<file path="src/rtl/l2_pool_pkg.sv">
// Shared types and default dimensions for the layer-2 2x2 pooling stage.
package l2_pool_pkg;

    typedef enum logic [1:0] {
        ACCUM = 2'd0,
        PUSH  = 2'd1,
        DRAIN = 2'd2,
        HALT  = 2'd3
    } state_t;

    localparam int DW_DEF   = 18;
    localparam int NCH_DEF  = 4;
    localparam int WIN_DEF  = 4;
    localparam int NWIN_DEF = 25;

    function automatic int clog2_min1(input int n);
        return (n > 1) ? $clog2(n) : 1;
    endfunction

endpackage

</file>
<file path="src/rtl/l2_maxpool_if.sv">
// Sample-in / pooled-out valid-ready bus of the layer-2 pooling stage.
interface l2_maxpool_if #(
    parameter int DW = 18
);
    logic [DW-1:0] din;
    logic          din_vld;
    logic          din_rdy;
    logic [DW-1:0] dout;
    logic          dout_vld;
    logic          dout_rdy;

    modport slave (
        input  din, din_vld, dout_rdy,
        output din_rdy, dout, dout_vld
    );

    modport master (
        output din, din_vld, dout_rdy,
        input  din_rdy, dout, dout_vld
    );
endinterface

</file>
<file path="src/rtl/l2_pool_fifo.sv">
// Synchronous FIFO with count-based full/empty and a registered head output.
// clr is a synchronous flush that empties the FIFO and zeroes dout.
module l2_pool_fifo #(
    parameter int DW    = 18,
    parameter int DEPTH = 8
) (
    input  logic          clk,
    input  logic          rst,
    input  logic          clr,
    input  logic          push,
    input  logic          pop,
    input  logic [DW-1:0] din,
    output logic          full,
    output logic          empty,
    output logic [DW-1:0] dout
);
    localparam int AW   = (DEPTH > 1) ? $clog2(DEPTH) : 1;
    localparam int CNTW = AW + 1;

    logic [DW-1:0]   r_mem [DEPTH];
    logic [AW-1:0]   r_wr;
    logic [AW-1:0]   r_rd;
    logic [CNTW-1:0] r_cnt;
    logic [DW-1:0]   r_dout;

    logic            w_pop;
    logic            w_push;
    logic [AW-1:0]   w_rd_nxt;
    logic [CNTW-1:0] w_cnt_nxt;

    assign full  = (r_cnt == CNTW'(DEPTH));
    assign empty = (r_cnt == '0);
    assign dout  = r_dout;

    assign w_pop     = pop && !empty;
    assign w_push    = push && (!full || w_pop);
    assign w_rd_nxt  = r_rd + AW'(w_pop);
    assign w_cnt_nxt = r_cnt + CNTW'(w_push) - CNTW'(w_pop);

    always_ff @(posedge clk) begin
        if (w_push) begin
            r_mem[r_wr] <= din;
        end
    end

    // dout is prefetched: it always holds the entry that will be the head next cycle
    always_ff @(posedge clk or posedge rst) begin
        if (rst) begin
            r_wr   <= '0;
            r_rd   <= '0;
            r_cnt  <= '0;
            r_dout <= '0;
        end else if (clr) begin
            r_wr   <= '0;
            r_rd   <= '0;
            r_cnt  <= '0;
            r_dout <= '0;
        end else begin
            if (w_push) begin
                r_wr <= r_wr + AW'(1);
            end
            r_rd  <= w_rd_nxt;
            r_cnt <= w_cnt_nxt;
            if (w_cnt_nxt != '0) begin
                r_dout <= (w_push && (r_wr == w_rd_nxt)) ? din : r_mem[w_rd_nxt];
            end
        end
    end

endmodule

</file>
<file path="src/rtl/l2_maxpool.sv">
// 2x2 pooling of the layer-2 post-ReLU stream: WIN positions x NCH channels per window.
// Define L2_POOL_AVG_EN to reduce each window by signed average (WIN must be 4) instead of max.
module l2_maxpool
    import l2_pool_pkg::*;
#(
    parameter int DW         = DW_DEF,
    parameter int NCH        = NCH_DEF,
    parameter int WIN        = WIN_DEF,
    parameter int NWIN       = NWIN_DEF,
    parameter int FIFO_DEPTH = 8
) (
    input  logic        clk,
    input  logic        rst,
    input  logic        tx_done,
    l2_maxpool_if.slave pool,
    output logic        done
);
    // state | meaning
    // ACCUM | taking samples, reducing into per-channel registers
    // PUSH  | writing the NCH reduced values into the FIFO, stalls while full
    // DRAIN | frame complete, waiting for the FIFO to empty
    // HALT  | frame delivered, idle until tx_done

    localparam int CW = clog2_min1(NCH);
    localparam int EW = clog2_min1(WIN);
    localparam int NW = $clog2(NWIN + 1);

    state_t        r_state;
    state_t        w_next;
    logic [CW-1:0] r_c;
    logic [CW-1:0] r_p;
    logic [EW-1:0] r_e;
    logic [NW-1:0] r_win;
    logic          r_done;

    logic          w_accept;
    logic          w_last_in;
    logic          w_push;
    logic          w_last_push;
    logic          w_pop;
    logic          w_full;
    logic          w_empty;
    logic          w_set_done;
    logic [DW-1:0] w_push_data;

    assign pool.din_rdy  = (r_state == ACCUM);
    assign pool.dout_vld = !w_empty;
    assign done          = r_done;

    assign w_accept    = pool.din_vld && (r_state == ACCUM) && !tx_done;
    assign w_last_in   = w_accept && (r_e == EW'(WIN - 1)) && (r_c == CW'(NCH - 1));
    assign w_push      = (r_state == PUSH) && !w_full && !tx_done;
    assign w_last_push = w_push && (r_p == CW'(NCH - 1));
    assign w_pop       = pool.dout_vld && pool.dout_rdy;
    assign w_set_done  = (r_state == DRAIN) && w_empty && !tx_done;

    always_comb begin
        w_next = r_state;
        if (tx_done) begin
            w_next = ACCUM;
        end else begin
            case (r_state)
                ACCUM:   if (w_last_in) w_next = PUSH;
                PUSH:    if (w_last_push) w_next = (r_win == NW'(NWIN - 1)) ? DRAIN : ACCUM;
                DRAIN:   if (w_empty) w_next = HALT;
                HALT:    w_next = HALT;
                default: w_next = ACCUM;
            endcase
        end
    end

    always_ff @(posedge clk or posedge rst) begin
        if (rst) begin
            r_state <= ACCUM;
            r_c     <= '0;
            r_e     <= '0;
            r_p     <= '0;
            r_win   <= '0;
            r_done  <= 1'b0;
        end else begin
            r_state <= w_next;
            r_done  <= w_set_done;
            if (tx_done) begin
                r_c   <= '0;
                r_e   <= '0;
                r_p   <= '0;
                r_win <= '0;
            end else begin
                if (w_accept) begin
                    r_c <= (r_c == CW'(NCH - 1)) ? '0 : r_c + CW'(1);
                    if (r_c == CW'(NCH - 1)) begin
                        r_e <= (r_e == EW'(WIN - 1)) ? '0 : r_e + EW'(1);
                    end
                end
                if (w_push) begin
                    r_p <= w_last_push ? '0 : r_p + CW'(1);
                end
                if (w_last_push) begin
                    r_win <= r_win + NW'(1);
                end
            end
        end
    end

`ifdef L2_POOL_AVG_EN
    // Two guard bits hold the sum of four samples; >>>2 floors toward -inf.
    logic signed [DW+1:0] r_acc [NCH];
    logic signed [DW+1:0] w_din_ext;

    assign w_din_ext   = {{2{pool.din[DW-1]}}, pool.din};
    assign w_push_data = DW'(r_acc[r_p] >>> 2);

    always_ff @(posedge clk or posedge rst) begin
        if (rst) begin
            for (int i = 0; i < NCH; i++) r_acc[i] <= '0;
        end else if (w_accept) begin
            r_acc[r_c] <= (r_e == '0) ? w_din_ext : r_acc[r_c] + w_din_ext;
        end
    end
`else
    logic [DW-1:0] r_max [NCH];

    assign w_push_data = r_max[r_p];

    // Position 0 loads unconditionally so a window of all-negative samples is not clamped to 0.
    always_ff @(posedge clk or posedge rst) begin
        if (rst) begin
            for (int i = 0; i < NCH; i++) r_max[i] <= '0;
        end else if (w_accept) begin
            if ((r_e == '0) || ($signed(pool.din) > $signed(r_max[r_c]))) begin
                r_max[r_c] <= pool.din;
            end
        end
    end
`endif

    l2_pool_fifo #(
        .DW    (DW),
        .DEPTH (FIFO_DEPTH)
    ) u_fifo (
        .clk   (clk),
        .rst   (rst),
        .clr   (tx_done),
        .push  (w_push),
        .pop   (w_pop),
        .din   (w_push_data),
        .full  (w_full),
        .empty (w_empty),
        .dout  (pool.dout)
    );

endmodule
</file>
<file path="src/flat_wrapper.sv">
// flat-port wrapper written by rule: the top's interface ports become plain ports
module l2_maxpool_flat import l2_pool_pkg::*;
#(
    parameter int DW         = DW_DEF,
    parameter int NCH        = NCH_DEF,
    parameter int WIN        = WIN_DEF,
    parameter int NWIN       = NWIN_DEF,
    parameter int FIFO_DEPTH = 8
)
  (clk, rst, tx_done, done, pool_din, pool_din_vld, pool_dout_rdy, pool_din_rdy, pool_dout, pool_dout_vld);
  l2_maxpool_if #(.DW(DW)) pool_i ();
  input  logic clk;
  input  logic rst;
  input  logic tx_done;
  output logic done;
  input wire logic [$bits(pool_i.din)-1:0] pool_din;
  input wire logic [$bits(pool_i.din_vld)-1:0] pool_din_vld;
  input wire logic [$bits(pool_i.dout_rdy)-1:0] pool_dout_rdy;
  output wire logic [$bits(pool_i.din_rdy)-1:0] pool_din_rdy;
  output wire logic [$bits(pool_i.dout)-1:0] pool_dout;
  output wire logic [$bits(pool_i.dout_vld)-1:0] pool_dout_vld;
  assign pool_i.din = pool_din;
  assign pool_i.din_vld = pool_din_vld;
  assign pool_i.dout_rdy = pool_dout_rdy;
  assign pool_din_rdy = pool_i.din_rdy;
  assign pool_dout = pool_i.dout;
  assign pool_dout_vld = pool_i.dout_vld;
  l2_maxpool #(.DW(DW), .NCH(NCH), .WIN(WIN), .NWIN(NWIN), .FIFO_DEPTH(FIFO_DEPTH)) u_core (.clk(clk), .rst(rst), .tx_done(tx_done), .pool(pool_i), .done(done));
endmodule
</file>
<file path="config.mk">
export PLATFORM = sky130hd
export DESIGN_NAME = l2_maxpool_flat
export DESIGN_NICKNAME = d
export VERILOG_FILES = /design/src/rtl/l2_pool_pkg.sv /design/src/rtl/l2_maxpool_if.sv /design/src/rtl/l2_pool_fifo.sv /design/src/rtl/l2_maxpool.sv /design/src/flat_wrapper.sv
export SDC_FILE = /design/constraint.sdc
export NUM_CORES = 1
export LEC_CHECK = 0
export CORE_ASPECT_RATIO = 1.2
export CORE_MARGIN = 8
export CORE_UTILIZATION = 57
export CTS_CLUSTER_DIAMETER = 40
export CTS_CLUSTER_SIZE = 25
export DETAILED_ROUTE_END_ITERATION = 6
export GPL_ROUTABILITY_DRIVEN = 0
export GPL_TIMING_DRIVEN = 1
export PLACE_DENSITY_LB_ADDON = 0.3
export SYNTH_ARGS = -nofsm -noshare
export SYNTH_HDL_FRONTEND = slang
export SYNTH_SLANG_ARGS = --single-unit
</file>
<file path="constraint.sdc">
create_clock -name clk -period 4.6 [get_ports clk]
set_clock_uncertainty 0.15 [all_clocks]
set_input_delay 1.15 -clock clk [delete_from_list [all_inputs] [get_ports clk]]
set_output_delay 1.15 -clock clk [all_outputs]
set_load 0.01 [all_outputs]
</file>
==> reports/results.txt <==
Seq cells post-synth: 258
Max-Cap Viols: 0
count of unique library cells instantiated by Yosys: 50
M3 GR Usage: 2.56%
maximum vdd drop: 0.000465 V
Detailed Routing Iterations Pass 1: 5
post-layout net count: 808
io pins: 44
CTS H-tree lvls: 1
CP max FO: 14
clock transition at the registers of the reported paths: 0.07 ns
gr usage total: 19.4%
sw power: 2.46 mW
layout cells sized above 1: 36.5%
Combinational Power Share: 33.1%
Initial Util: 57.7%
Period minus WS final: 4.10 ns
Setup crit end kind: flip-flop
status: complete, no violations
CP Launch Type: flip-flop
initial antenna violation count: 0
period utilization: 89.2%
CTS max path bufs: 3
Hold Vio Cnt, Final: 0
Post-Syn Nets: 741
CTS tree: built
Die ar.: 0.0259 mm²
number of hold-repair buffers added at the cts stage: 0
Die Span Y: 175 µm
gr busiest metal: met2
critical path, cell by cell: buf_4, mux4_2, inv_1, ha_1, nand4_1, nor4_2, o21ai_1, a31oi_2, o31ai_4, buf_4, mux2_2
DP Worst Slack: 0.174 ns
Clock Sinks: 258
Lkg Pwr: 5.32 nW
Most common cell on crit path: buf_4
Hold Path Class: reg2reg
Avg Vias per Cell: 6.05
core area: 0.0208 mm²
CP required: 4.86 ns
synth warn: 0
leading cell type in the layout, fill and taps excluded: edfxtp_1
fillers: 1426
largest net degree at the start of global routing: 60
Resize count post-CTS: 0
worst skew pair latency: 0.52 ns
Root Buffer Master: clkbuf_16
syn_area_per_cell: 17.6 µm²
setup repair after global routing missed its margin: false
DR iter-0 viols: 400
met1 GRT Util: 24.1%
port bufs: 43
setup TNS: 0 ns
P_int: 5.83 mW
final setup fails: 0
sequential power share: 39.6%
post-DR wirelength/cell: 23.7 µm
CP max stage delay: 0.80 ns
synthesized cell area: 0.0120 mm²
pwr/cell area: 603 mW/mm²
die width: 148 µm
count of pins over their slew limit: 0
Slew Limit Headroom: 28.7%
met2 usage in global routing: 34.7%
Core Rows: 58
most frequent cells in the layout: edfxtp_1, dfrtp_1, mux4_2
Synth top area share: 36.1%
first-pass GRT wire length: 39.3 mm
post-CTS setup buffer count: 0
reg2reg setup slack: 0.50 ns
Synth area leader: edfxtp_1
TritonCTS buffer count: 27
Slowest-stage cell, CP: dfrtp_1
top cells by area, synth: edfxtp_1, dfrtp_1, mux4_2
sw frac: 29.7%
Worst Slack Setup Final: 0.498 ns
Post-Route WL: 24.6 mm
Worst EP arrival: 4.36 ns
Vias: 6281
Slew @ Worst Pin: 1.07 ns
Highest Clock Rate: 0.244 GHz
vias in the first global route: 7076
Post-DP HPWL: 15.4 mm
global route overflow: 0
Clk network pwr share: 27.3%
sequential fraction of the synthesis area: 60.0%
# diodes: 0
Layout area overhead: 14.9%
drt drc: 0
kind of critical path: reg2reg
Final ANT Viol Nets: 0
Syn Inst Count: 681
==> area by class of cell <==
| cell class | instances | area, µm² | area share [%] |
|---|---|---|---|
| clock inverters | 22 | 267 | 1.94 |
| flip-flops and latches | 258 | 7180 | 52.2 |
| well taps | 270 | 338 | 2.46 |
| repair buffers | 72 | 686 | 4.98 |
| clock buffers | 27 | 676 | 4.91 |
| multi-input cells | 359 | 4500 | 32.7 |
| inverters | 30 | 115 | 0.837 |
==> flip-flops by register name, summed over array words and instances (netlist names) <==
name and cells:
u_core.r_p 2, u_core.r_state 2, u_core.r_c 2, u_core.u_fifo.dout 18, u_core.r_e 2, u_core.u_fifo.r_wr 3, u_core.done 1, u_core.u_fifo.r_rd 3
u_core.u_fifo.r_mem 144, u_core.r_win 5, u_core.r_max 72, u_core.u_fifo.r_cnt 4
==> metrics by stage <==
stage	instance area (µm²)	power (mW)	hold slack, ns	std cells	utilization [%]
6_report	13800	8.29	0.356	1038	66.3
5_1_grt	13800	8.69	0.367	1038	66.3
4_1_cts	13800	8.35	0.358	1038	66.3
3_5_place_dp	12800	6.07	0.340	989	61.7
3_3_place_gp	12800	5.92	0.339	989	61.7
2_1_floorplan	12000	5.29	0.341	681	-
==> Yosys cell counts, drive strengths merged <==
cell,count
edfxtp,144
dfrtp,114
mux2,109
mux4,72
ha,36
inv,30
nor2,25
a22o,19
clkbuf,19
buf,15
a21oi,12
nand2,12
nor3,9
xor2,7
nor2b,6
nand2b,5
nand3,5
nand4,5
o21ai,5
o31ai,5
mux2i,4
xnor2,4
a31oi,3
nor4,3
and4b,2
a21o,1
a22oi,1
a311oi,1
a31o,1
and2,1
and3,1
and3b,1
fa,1
nand3b,1
nand4b,1
nor4b,1
==> worst paths after layout <==
check	start	endpoint	depth (start not counted)
max in group asynchronous	rst	u_core.r_max[13]$_DFFE_PP0P_	3
max reg2reg	u_core.r_c[0]$_DFFE_PP0P_	u_core.r_max[64]$_DFFE_PP0P_	11
min reg2reg	u_core.u_fifo.dout[2]$_DFFE_PP0P_	u_core.u_fifo.dout[2]$_DFFE_PP0P_	1
max	u_core.r_c[0]$_DFFE_PP0P_	u_core.r_max[64]$_DFFE_PP0P_	11
min	u_core.u_fifo.dout[2]$_DFFE_PP0P_	u_core.u_fifo.dout[2]$_DFFE_PP0P_	1
min in group asynchronous	rst	u_core.r_max[40]$_DFFE_PP0P_	2
==> kinds of logic (layout without fill, tap and decap cells) <==
family	after synthesis	in the layout	share of synthesized area, %
compound gates	48	48	3.48
fa+ha+maj	37	37	3.93
simple gates	78	78	3.68
flops	258	258	60.0
xor+xnor	11	11	0.805
buf+inv	64	151	2.75
mux	185	185	25.4
==> worst max-delay path, delay by kind of cell, from the launching register on <==
kind | cells | cell delay, ns
and+or+nand+nor | 2 | 0.26
DFF | 1 | 0.80
AOI/OAI and AO/OA | 3 | 0.81
muxes | 2 | 0.92
adders and majority gates | 1 | 0.24
buffers and inverters | 3 | 0.80
==> per-layer routing <==
metal / routed length (µm) / part of all wire, % / up-vias
met5: 0 / 0 / -
met4: 474 / 1.9 / 0
met3: 1120 / 4.5 / 37
met2: 13000 / 53 / 148
met1: 10000 / 41 / 3298
li1: - / - / 2798
==> power groups by stage <==
stage	sequential [mW]	clock [mW]	combinational, mW
floorplan	3.25	0	2.04
global placement	3.28	0	2.65
detailed placement	3.32	0	2.75
CTS	3.28	2.30	2.77
global route	3.33	2.39	2.97
finish	3.28	2.27	2.74
(Power assumes the default switching activity.)
